==> src/rtl/trap_ctrl_if.sv <==
// rtl/trap_ctrl_if.sv - pipeline/CSR-facing signal bundle for the trap/return sequencer
interface trap_ctrl_if;
    // pipeline and memory side
    logic        MMU_WAIT;
    logic        EXC_EN;
    logic [31:0] EXC_CODE;
    logic [31:0] EXC_PC;
    logic        MRET_EN;
    logic [31:0] MRET_EPC;
    logic        INT_EXT;
    logic        INT_SOFT;
    logic        INT_TIMER;
    logic [31:0] INT_PC;
    // CSR file side
    logic        INT_ALLOW;
    logic [1:0]  TRAP_VEC_MODE;
    logic [31:0] TRAP_VEC_BASE;
    logic        TRAP_EN;
    logic [31:0] TRAP_CODE;
    logic [31:0] TRAP_PC;
    logic        MRET_COMMIT;
    // fetch side
    logic        FLUSH;
    logic        JMP_DO;
    logic [31:0] JMP_PC;
    logic        BUSY;

    // the sequencer is the initiator of trap commits and redirects
    modport master (
        input  MMU_WAIT, EXC_EN, EXC_CODE, EXC_PC, MRET_EN, MRET_EPC,
        input  INT_EXT, INT_SOFT, INT_TIMER, INT_PC,
        input  INT_ALLOW, TRAP_VEC_MODE, TRAP_VEC_BASE,
        output TRAP_EN, TRAP_CODE, TRAP_PC, MRET_COMMIT,
        output FLUSH, JMP_DO, JMP_PC, BUSY
    );

    modport slave (
        output MMU_WAIT, EXC_EN, EXC_CODE, EXC_PC, MRET_EN, MRET_EPC,
        output INT_EXT, INT_SOFT, INT_TIMER, INT_PC,
        output INT_ALLOW, TRAP_VEC_MODE, TRAP_VEC_BASE,
        input  TRAP_EN, TRAP_CODE, TRAP_PC, MRET_COMMIT,
        input  FLUSH, JMP_DO, JMP_PC, BUSY
    );
endinterface

==> src/rtl/trap_ctrl.sv <==
// rtl/trap_ctrl.sv - trap/mret sequencer (IDLE/WAIT/COMMIT/JUMP), optional vectoring via TRAP_CTRL_VECTORED_EN
module trap_ctrl (
    input  logic        CLK,
    input  logic        RST,
    trap_ctrl_if.master bus
);

    typedef enum logic [1:0] {
        S_IDLE   = 2'd0,
        S_WAIT   = 2'd1,
        S_COMMIT = 2'd2,
        S_JUMP   = 2'd3
    } state_t;

    localparam logic [31:0] CODE_INT_EXT   = 32'h8000_000B;
    localparam logic [31:0] CODE_INT_SOFT  = 32'h8000_0003;
    localparam logic [31:0] CODE_INT_TIMER = 32'h8000_0007;

    state_t      r_state;
    state_t      w_state_next;

    // latched winning event
    logic        r_is_mret;
    logic [31:0] r_code;
    logic [31:0] r_pc;

    // arbitration result for the current cycle
    logic        w_req_valid;
    logic        w_req_mret;
    logic [31:0] w_req_code;
    logic [31:0] w_req_pc;

    // event that will be committed: freshly arbitrated in IDLE, latched otherwise
    logic        w_ev_mret;
    logic [31:0] w_ev_code;
    logic [31:0] w_ev_pc;

    logic [31:0] w_target;

    // registered outputs and their next values
    logic        r_trap_en,     w_trap_en_d;
    logic        r_mret_commit, w_mret_commit_d;
    logic        r_flush,       w_flush_d;
    logic        r_jmp_do,      w_jmp_do_d;
    logic        r_busy,        w_busy_d;
    logic [31:0] r_trap_code,   w_trap_code_d;
    logic [31:0] r_trap_pc,     w_trap_pc_d;
    logic [31:0] r_jmp_pc,      w_jmp_pc_d;

    // fixed-priority arbitration: exception, mret, then enabled interrupts ext/soft/timer
    always_comb begin
        w_req_valid = 1'b0;
        w_req_mret  = 1'b0;
        w_req_code  = 32'h0;
        w_req_pc    = 32'h0;
        if (bus.EXC_EN) begin
            w_req_valid = 1'b1;
            w_req_code  = bus.EXC_CODE;
            w_req_pc    = bus.EXC_PC;
        end else if (bus.MRET_EN) begin
            w_req_valid = 1'b1;
            w_req_mret  = 1'b1;
            w_req_pc    = bus.MRET_EPC;
        end else if (bus.INT_ALLOW && bus.INT_EXT) begin
            w_req_valid = 1'b1;
            w_req_code  = CODE_INT_EXT;
            w_req_pc    = bus.INT_PC;
        end else if (bus.INT_ALLOW && bus.INT_SOFT) begin
            w_req_valid = 1'b1;
            w_req_code  = CODE_INT_SOFT;
            w_req_pc    = bus.INT_PC;
        end else if (bus.INT_ALLOW && bus.INT_TIMER) begin
            w_req_valid = 1'b1;
            w_req_code  = CODE_INT_TIMER;
            w_req_pc    = bus.INT_PC;
        end
    end

    // select the event being sequenced so outputs can be registered on the latch edge
    always_comb begin
        if (r_state == S_IDLE) begin
            w_ev_mret = w_req_mret;
            w_ev_code = w_req_code;
            w_ev_pc   = w_req_pc;
        end else begin
            w_ev_mret = r_is_mret;
            w_ev_code = r_code;
            w_ev_pc   = r_pc;
        end
    end

    // latch the winner only in IDLE; requests in other states belong to flushed work
    always_ff @(posedge CLK or negedge RST) begin
        if (!RST) begin
            r_is_mret <= 1'b0;
            r_code    <= 32'h0;
            r_pc      <= 32'h0;
        end else if (r_state == S_IDLE && w_req_valid) begin
            r_is_mret <= w_req_mret;
            r_code    <= w_req_code;
            r_pc      <= w_req_pc;
        end
    end

    // redirect target, evaluated from the live CSR values while in COMMIT
`ifdef TRAP_CTRL_VECTORED_EN
    always_comb begin
        if (r_is_mret) begin
            w_target = bus.MRET_EPC;
        end else if (bus.TRAP_VEC_MODE == 2'd1 && r_code[31]) begin
            // code[30:0] << 2 truncated to 32 bits keeps only code[29:0]
            w_target = bus.TRAP_VEC_BASE + {r_code[29:0], 2'b00};
        end else begin
            w_target = bus.TRAP_VEC_BASE;
        end
    end
`else
    // direct mode only: the vector mode field has no effect
    logic w_unused_mode;
    assign w_unused_mode = ^bus.TRAP_VEC_MODE;

    always_comb begin
        if (r_is_mret) begin
            w_target = bus.MRET_EPC;
        end else begin
            w_target = bus.TRAP_VEC_BASE;
        end
    end
`endif

    // state register
    always_ff @(posedge CLK or negedge RST) begin
        if (!RST) begin
            r_state <= S_IDLE;
        end else begin
            r_state <= w_state_next;
        end
    end

    // next-state logic
    always_comb begin
        w_state_next = r_state;
        case (r_state)
            S_IDLE: begin
                if (w_req_valid) begin
                    w_state_next = bus.MMU_WAIT ? S_WAIT : S_COMMIT;
                end
            end
            S_WAIT: begin
                if (!bus.MMU_WAIT) begin
                    w_state_next = S_COMMIT;
                end
            end
            S_COMMIT: w_state_next = S_JUMP;
            S_JUMP:   w_state_next = S_IDLE;
            default:  w_state_next = S_IDLE;
        endcase
    end

    // output values for the state being entered, so every output is a flop
    always_comb begin
        w_trap_en_d     = 1'b0;
        w_mret_commit_d = 1'b0;
        w_flush_d       = 1'b0;
        w_jmp_do_d      = 1'b0;
        w_busy_d        = (w_state_next != S_IDLE);
        w_trap_code_d   = r_trap_code;
        w_trap_pc_d     = r_trap_pc;
        w_jmp_pc_d      = r_jmp_pc;
        case (w_state_next)
            S_COMMIT: begin
                w_flush_d = 1'b1;
                if (w_ev_mret) begin
                    w_mret_commit_d = 1'b1;
                end else begin
                    w_trap_en_d   = 1'b1;
                    w_trap_code_d = w_ev_code;
                    w_trap_pc_d   = w_ev_pc;
                end
            end
            S_JUMP: begin
                w_flush_d  = 1'b1;
                w_jmp_do_d = 1'b1;
                w_jmp_pc_d = w_target;
            end
            default: begin
                w_flush_d = 1'b0;
            end
        endcase
    end

    // output registers; async reset aborts any sequence with all strobes low
    always_ff @(posedge CLK or negedge RST) begin
        if (!RST) begin
            r_trap_en     <= 1'b0;
            r_mret_commit <= 1'b0;
            r_flush       <= 1'b0;
            r_jmp_do      <= 1'b0;
            r_busy        <= 1'b0;
            r_trap_code   <= 32'h0;
            r_trap_pc     <= 32'h0;
            r_jmp_pc      <= 32'h0;
        end else begin
            r_trap_en     <= w_trap_en_d;
            r_mret_commit <= w_mret_commit_d;
            r_flush       <= w_flush_d;
            r_jmp_do      <= w_jmp_do_d;
            r_busy        <= w_busy_d;
            r_trap_code   <= w_trap_code_d;
            r_trap_pc     <= w_trap_pc_d;
            r_jmp_pc      <= w_jmp_pc_d;
        end
    end

    assign bus.TRAP_EN     = r_trap_en;
    assign bus.TRAP_CODE   = r_trap_code;
    assign bus.TRAP_PC     = r_trap_pc;
    assign bus.MRET_COMMIT = r_mret_commit;
    assign bus.FLUSH       = r_flush;
    assign bus.JMP_DO      = r_jmp_do;
    assign bus.JMP_PC      = r_jmp_pc;
    assign bus.BUSY        = r_busy;

endmodule

==> src/flat_wrapper.sv <==
// flat-port wrapper written by rule: the top's interface ports become plain ports
module trap_ctrl_flat 
  (CLK, RST, bus_MMU_WAIT, bus_EXC_EN, bus_EXC_CODE, bus_EXC_PC, bus_MRET_EN, bus_MRET_EPC, bus_INT_EXT, bus_INT_SOFT, bus_INT_TIMER, bus_INT_PC, bus_INT_ALLOW, bus_TRAP_VEC_MODE, bus_TRAP_VEC_BASE, bus_TRAP_EN, bus_TRAP_CODE, bus_TRAP_PC, bus_MRET_COMMIT, bus_FLUSH, bus_JMP_DO, bus_JMP_PC, bus_BUSY);
  trap_ctrl_if bus_i ();
  input  logic CLK;
  input  logic RST;
  input wire logic [$bits(bus_i.MMU_WAIT)-1:0] bus_MMU_WAIT;
  input wire logic [$bits(bus_i.EXC_EN)-1:0] bus_EXC_EN;
  input wire logic [$bits(bus_i.EXC_CODE)-1:0] bus_EXC_CODE;
  input wire logic [$bits(bus_i.EXC_PC)-1:0] bus_EXC_PC;
  input wire logic [$bits(bus_i.MRET_EN)-1:0] bus_MRET_EN;
  input wire logic [$bits(bus_i.MRET_EPC)-1:0] bus_MRET_EPC;
  input wire logic [$bits(bus_i.INT_EXT)-1:0] bus_INT_EXT;
  input wire logic [$bits(bus_i.INT_SOFT)-1:0] bus_INT_SOFT;
  input wire logic [$bits(bus_i.INT_TIMER)-1:0] bus_INT_TIMER;
  input wire logic [$bits(bus_i.INT_PC)-1:0] bus_INT_PC;
  input wire logic [$bits(bus_i.INT_ALLOW)-1:0] bus_INT_ALLOW;
  input wire logic [$bits(bus_i.TRAP_VEC_MODE)-1:0] bus_TRAP_VEC_MODE;
  input wire logic [$bits(bus_i.TRAP_VEC_BASE)-1:0] bus_TRAP_VEC_BASE;
  output wire logic [$bits(bus_i.TRAP_EN)-1:0] bus_TRAP_EN;
  output wire logic [$bits(bus_i.TRAP_CODE)-1:0] bus_TRAP_CODE;
  output wire logic [$bits(bus_i.TRAP_PC)-1:0] bus_TRAP_PC;
  output wire logic [$bits(bus_i.MRET_COMMIT)-1:0] bus_MRET_COMMIT;
  output wire logic [$bits(bus_i.FLUSH)-1:0] bus_FLUSH;
  output wire logic [$bits(bus_i.JMP_DO)-1:0] bus_JMP_DO;
  output wire logic [$bits(bus_i.JMP_PC)-1:0] bus_JMP_PC;
  output wire logic [$bits(bus_i.BUSY)-1:0] bus_BUSY;
  assign bus_i.MMU_WAIT = bus_MMU_WAIT;
  assign bus_i.EXC_EN = bus_EXC_EN;
  assign bus_i.EXC_CODE = bus_EXC_CODE;
  assign bus_i.EXC_PC = bus_EXC_PC;
  assign bus_i.MRET_EN = bus_MRET_EN;
  assign bus_i.MRET_EPC = bus_MRET_EPC;
  assign bus_i.INT_EXT = bus_INT_EXT;
  assign bus_i.INT_SOFT = bus_INT_SOFT;
  assign bus_i.INT_TIMER = bus_INT_TIMER;
  assign bus_i.INT_PC = bus_INT_PC;
  assign bus_i.INT_ALLOW = bus_INT_ALLOW;
  assign bus_i.TRAP_VEC_MODE = bus_TRAP_VEC_MODE;
  assign bus_i.TRAP_VEC_BASE = bus_TRAP_VEC_BASE;
  assign bus_TRAP_EN = bus_i.TRAP_EN;
  assign bus_TRAP_CODE = bus_i.TRAP_CODE;
  assign bus_TRAP_PC = bus_i.TRAP_PC;
  assign bus_MRET_COMMIT = bus_i.MRET_COMMIT;
  assign bus_FLUSH = bus_i.FLUSH;
  assign bus_JMP_DO = bus_i.JMP_DO;
  assign bus_JMP_PC = bus_i.JMP_PC;
  assign bus_BUSY = bus_i.BUSY;
  trap_ctrl u_core (.CLK(CLK), .RST(RST), .bus(bus_i));
endmodule
==> config.mk <==
export PLATFORM = sky130hd
export DESIGN_NAME = trap_ctrl_flat
export DESIGN_NICKNAME = d
export VERILOG_FILES = /design/src/rtl/trap_ctrl_if.sv /design/src/rtl/trap_ctrl.sv /design/src/flat_wrapper.sv
export SDC_FILE = /design/constraint.sdc
export NUM_CORES = 1
export LEC_CHECK = 0
export BUFFER_PORTS_ARGS = -buffer_cell sky130_fd_sc_hd__buf_4
export CAP_MARGIN = 0
export CORE_UTILIZATION = 40
export CTS_CLUSTER_DIAMETER = 120
export CTS_CLUSTER_SIZE = 20
export DETAILED_ROUTE_END_ITERATION = 10
export GPL_ROUTABILITY_DRIVEN = 1
export GPL_TIMING_DRIVEN = 1
export PLACE_DENSITY = 0.75
export RECOVER_POWER = 100
export REMOVE_ABC_BUFFERS = 1
export SLEW_MARGIN = 20
export SYNTH_ARGS = -nofsm -noshare
export SYNTH_HDL_FRONTEND = slang
export SYNTH_SLANG_ARGS = --single-unit
export TNS_END_PERCENT = 5
==> constraint.sdc <==
create_clock -name CLK -period 5.35 [get_ports CLK]
set_input_delay 0.2675 -clock CLK [delete_from_list [all_inputs] [get_ports CLK]]
set_output_delay 0.2675 -clock CLK [all_outputs]
set_load 0.01 [all_outputs]
==> run_summary.xml <==
<?xml version="1.0" encoding="UTF-8"?>
<metrics>
  <group name="hold_path">
    <metric name="worst_hold_path_type" unit="">input port to register</metric>
    <metric name="whs_path_depth" unit="">2</metric>
    <metric name="holdPathEnd" unit="">u_core.r_code[29]</metric>
    <metric name="min_from" unit="">bus_EXC_CODE[29]</metric>
  </group>
  <group name="clocking">
    <metric name="clock_sink_count" unit="">167</metric>
    <metric name="cts_max_level" unit="">4</metric>
    <metric name="path_clk_slew" unit="ns">0.07</metric>
    <metric name="post_cts_sizing" unit="">0</metric>
    <metric name="clk-insertion-delay-late" unit="ns">0.42</metric>
    <metric name="tritoncts_clock_tree" unit="">done</metric>
    <metric name="cts-root-to-sink-buffers" unit="">2</metric>
    <metric name="cts_root_buffer" unit="">sky130_fd_sc_hd__clkbuf_16</metric>
    <metric name="tritoncts.num_buffers" unit="">17</metric>
  </group>
  <group name="setup_path">
    <metric name="crit_path_start_kind" unit="">register</metric>
    <metric name="critPathMaxStageDelay" unit="ns">1.13</metric>
    <metric name="timing.critical_path.arrival" unit="ns">4.25</metric>
    <metric name="worst-setup-path-type" unit="">register to register</metric>
    <metric name="r2r_slack" unit="ns">1.45</metric>
    <metric name="setup.worst_path.end_class" unit="">register</metric>
    <metric name="crit_required" unit="ns">5.70</metric>
    <metric name="crit_path_cell_trace" unit="">or2_2, buf_4, nor2_1, clkbuf_1, a22o_1, mux2_4</metric>
    <metric name="worstSetupStartpoint" unit="">u_core.bus.FLUSH</metric>
    <metric name="critical_path.slowest_cell" unit="">sky130_fd_sc_hd__clkbuf_1</metric>
    <metric name="ff2ff_path_depth" unit="">6</metric>
    <metric name="worstReg2RegEnd" unit="">u_core.bus.TRAP_CODE[20]</metric>
    <metric name="reg2reg_from" unit="">u_core.bus.FLUSH</metric>
    <metric name="critical_path_peak_fanout" unit="">60</metric>
  </group>
  <group name="timing">
    <metric name="rsz0062_at_grt" unit="">no</metric>
    <metric name="final.min_clock_period" unit="ns">3.90</metric>
    <metric name="post-route-period-util" unit="%">72.9</metric>
    <metric name="final.setup.tns" unit="ns">0</metric>
    <metric name="max-slew-margin-rel" unit="%">-59.7</metric>
    <metric name="skew" unit="ns">0.00926</metric>
    <metric name="fmax" unit="MHz">257</metric>
    <metric name="worst_slew_pin_slew" unit="ns">2.40</metric>
    <metric name="finalSetupViolCount" unit="">0</metric>
    <metric name="report.final.slew_viol_count" unit="">173</metric>
    <metric name="timing_hold_violations_final" unit="">0</metric>
  </group>
  <group name="detailed_routing">
    <metric name="detailedRoute.firstIterationViolations" unit="">321</metric>
    <metric name="post_drt_via_cell_ratio" unit="">5.46</metric>
    <metric name="detail-route-antenna-nets" unit="">0</metric>
    <metric name="firstDrtPassIters" unit="">4</metric>
    <metric name="routed-via-count" unit="">6594</metric>
    <metric name="wl_per_cell" unit="um">18.5</metric>
    <metric name="detail_route.drc_violations" unit="">0</metric>
    <metric name="wl" unit="mm">22.3</metric>
  </group>
  <group name="synth">
    <metric name="post_synth_num_cell_types" unit="">35</metric>
    <metric name="synth-seq-cells" unit="">167</metric>
    <metric name="ys_warn_count" unit="">0</metric>
    <metric name="syn_inst" unit="">696</metric>
    <metric name="syn-cell-area" unit="um2">8150</metric>
    <metric name="avg_synthesized_cell_area" unit="um2">11.7</metric>
    <metric name="synth-seq-area-share" unit="%">51.3</metric>
  </group>
  <group name="finish">
    <metric name="filler_cell_count" unit="">1891</metric>
    <metric name="syn2layout_area_growth" unit="%">25.4</metric>
    <metric name="multiInputGateArea" unit="um2">3400</metric>
    <metric name="design.final.nets" unit="">1099</metric>
    <metric name="ratio_of_cells_with_drive_above_1_in_the_final_layout" unit="%">25.4</metric>
    <metric name="regArea" unit="um2">4180</metric>
  </group>
  <group name="global_route">
    <metric name="antenna_found_initial" unit="">1</metric>
    <metric name="largest_net_degree_at_the_start_of_global_routing" unit="">69</metric>
    <metric name="grt_pass1_wl" unit="mm">34.3</metric>
    <metric name="globalRouteTotalUtil" unit="%">21.6</metric>
    <metric name="via_count_of_the_first_global_routing_pass" unit="">6504</metric>
    <metric name="globalRouteOverflowTotal" unit="">0</metric>
  </group>
  <group name="floorplanning">
    <metric name="initial_core_util" unit="%">41.3</metric>
    <metric name="floorplan.rows" unit="">51</metric>
    <metric name="die_height" unit="um">145</metric>
    <metric name="core_region_area" unit="um2">19700</metric>
    <metric name="io-pin-count" unit="">272</metric>
    <metric name="die_w" unit="um">145</metric>
    <metric name="dieArea" unit="um2">20900</metric>
  </group>
  <group name="placed_design">
    <metric name="gp_congestion" unit="">0.792</metric>
    <metric name="io_buffers" unit="">269</metric>
    <metric name="dp_hpwl" unit="mm">14.5</metric>
  </group>
  <group name="power">
    <metric name="ir_worst_vdd" unit="V">0.000292</metric>
    <metric name="power.static_leakage" unit="nW">4.77</metric>
    <metric name="power.density" unit="nW/um2">562</metric>
    <metric name="post-layout-total-power" unit="mW">5.74</metric>
  </group>
  <group name="flow_run">
    <metric name="cap_violations" unit="">4</metric>
  </group>
  <group name="run_status">
    <metric name="violations_in_the_final_reports" unit="">max-capacitance violations, max-slew violations</metric>
    <metric name="run_status" unit="">finished, violations left</metric>
  </group>
</metrics>
-- critical path, delay by kind of cell, from the launching register on --
kind,cells,cell delay (ns)
buffers and inverters,2,1.48
and+or+nand+nor,2,1.43
DFF,1,0.49
AOI/OAI and AO/OA,1,0.28
muxes,1,0.14
-- worst max path at each step --
stage / slack (ns) / endpoint
floorplan: 1.75 / u_core.bus.TRAP_PC[25]
global placement: 2.40 / u_core.bus.TRAP_CODE[31]
detailed placement: 2.39 / u_core.bus.TRAP_CODE[4]
CTS: 2.38 / u_core.bus.TRAP_CODE[4]
global route: 1.16 / u_core.bus.TRAP_CODE[20]
finish: 1.45 / u_core.bus.TRAP_CODE[20]
-- per-stage QoR --
step | area, um2 | cells | hold WS (ns) | utilization (%) | setup WS, ns
final | 10200 | 1207 | 0.0845 | 51.8 | 1.45
after global routing | 10200 | 1207 | 0.0566 | 51.8 | 1.16
after CTS | 10800 | 1205 | 0.0637 | 54.8 | 2.38
after detailed placement | 10200 | 1172 | 0.333 | 51.8 | 2.39
after global placement | 10200 | 1172 | 0.324 | 51.8 | 2.40
after floorplan | 7760 | 628 | -0.0281 | - | 1.75
-- cell type report --
class	count	share of cell area (%)
diodes	1	0.0245
clock buffers	18	4.30
clock inverters	14	1.27
inverters	3	0.110
multi-input cells	458	33.3
flip-flops and latches	167	40.9
well taps	265	3.24
repair buffers	281	16.9
-- cells in the final DEF, fill, tap and decap left out, types with 2 or more instances in the layout --
cell,netlist,routed
sky130_fd_sc_hd__buf_4,1,175
sky130_fd_sc_hd__dfrtp_1,167,166
sky130_fd_sc_hd__clkbuf_1,40,104
sky130_fd_sc_hd__nor2_1,74,75
sky130_fd_sc_hd__a22o_1,54,54
sky130_fd_sc_hd__mux2_1,0,45
sky130_fd_sc_hd__nand2_1,40,40
sky130_fd_sc_hd__mux2i_1,33,33
sky130_fd_sc_hd__o21ai_0,33,33
sky130_fd_sc_hd__a32oi_1,32,32
sky130_fd_sc_hd__a221oi_1,32,32
sky130_fd_sc_hd__a21o_1,31,31
sky130_fd_sc_hd__a211oi_1,25,25
sky130_fd_sc_hd__mux2_2,22,22
sky130_fd_sc_hd__clkbuf_16,0,17
sky130_fd_sc_hd__a21oi_1,16,16
sky130_fd_sc_hd__inv_6,0,5
sky130_fd_sc_hd__a31oi_1,4,4
sky130_fd_sc_hd__inv_8,0,4
sky130_fd_sc_hd__mux2_4,48,3
sky130_fd_sc_hd__inv_1,3,2
sky130_fd_sc_hd__a22oi_1,1,2
sky130_fd_sc_hd__clkinv_2,0,2
sky130_fd_sc_hd__clkinvlp_4,0,2
-- routing by layer --
layer / up-vias / GRT usage (%) / wire length, um
met1: 3274 / 27.4 / 9710
met2: 213 / 36.9 / 11000
met5: - / 0 / 0
met3: 21 / 4.01 / 1290
met4: 0 / 6.98 / 371
li1: 3086 / - / -
-- cell families after synthesis --
logic type	Yosys count	synth area share (%)
muxes	103	15.9
DFF	167	51.3
buffers and inverters	71	4.91
AOI/OAI and AO/OA	230	21.6
and+or+nand+nor	125	6.26
-- power by group --
part / internal, mW / leakage, nW / switching (mW) / total, mW
sequential: 1.85 / 2.07 / 0.303 / 2.16
combinational: 1.06 / 2.43 / 1.34 / 2.40
clock: 0.630 / 0.279 / 0.561 / 1.19
-- state kept, by name, indices dropped and copies added, names as in the netlist --
name and cells:
u_core.bus.BUSY 1, u_core.bus.FLUSH 1, u_core.bus.JMP_DO 1, u_core.bus.JMP_PC 32
u_core.bus.MRET_COMMIT 1, u_core.bus.TRAP_CODE 32, u_core.bus.TRAP_EN 1, u_core.bus.TRAP_PC 32
u_core.r_code 32, u_core.r_is_mret 1, u_core.r_pc 32, u_core.r_state 1
-- synth_stat cells --
master                       n  area, um2
sky130_fd_sc_hd__dfrtp_1   167       4180
sky130_fd_sc_hd__nor2_1     74        278
sky130_fd_sc_hd__a22o_1     54        473
sky130_fd_sc_hd__mux2_4     48        721
sky130_fd_sc_hd__clkbuf_1   40        150
sky130_fd_sc_hd__nand2_1    40        150
sky130_fd_sc_hd__mux2i_1    33        330
sky130_fd_sc_hd__o21ai_0    33        165
sky130_fd_sc_hd__a221oi_1   32        280
sky130_fd_sc_hd__a32oi_1    32        280
sky130_fd_sc_hd__a21o_1     31        233
sky130_fd_sc_hd__a211oi_1   25        188
sky130_fd_sc_hd__mux2_2     22        248
sky130_fd_sc_hd__a21oi_1    16       80.1
sky130_fd_sc_hd__buf_2      14       70.1
sky130_fd_sc_hd__buf_12      6        120
sky130_fd_sc_hd__buf_1       5       18.8
sky130_fd_sc_hd__a31oi_1     4       25.0
sky130_fd_sc_hd__inv_1       3       11.3
sky130_fd_sc_hd__buf_6       2       22.5
sky130_fd_sc_hd__a22oi_1     1       7.51
sky130_fd_sc_hd__a22oi_4     1       21.3
sky130_fd_sc_hd__and3_4      1       11.3
sky130_fd_sc_hd__buf_4       1       7.51
sky130_fd_sc_hd__nand2b_1    1       6.26
sky130_fd_sc_hd__nand3_1     1       5.00
sky130_fd_sc_hd__nand3b_1    1       7.51
sky130_fd_sc_hd__nand4_1     1       6.26
sky130_fd_sc_hd__nor2_2      1       6.26
sky130_fd_sc_hd__nor2b_1     1       6.26
sky130_fd_sc_hd__nor3_2      1       10.0
sky130_fd_sc_hd__o31ai_1     1       7.51
sky130_fd_sc_hd__or2_1       1       6.26
sky130_fd_sc_hd__or3_1       1       6.26
sky130_fd_sc_hd__or4bb_1     1       11.3
-- repair_timing --
item,in CTS,in global routing
hold buffers,1,0
hold endpoints to repair,66,0
setup buffers,0,0
Power figures use the tool's default switching activity.
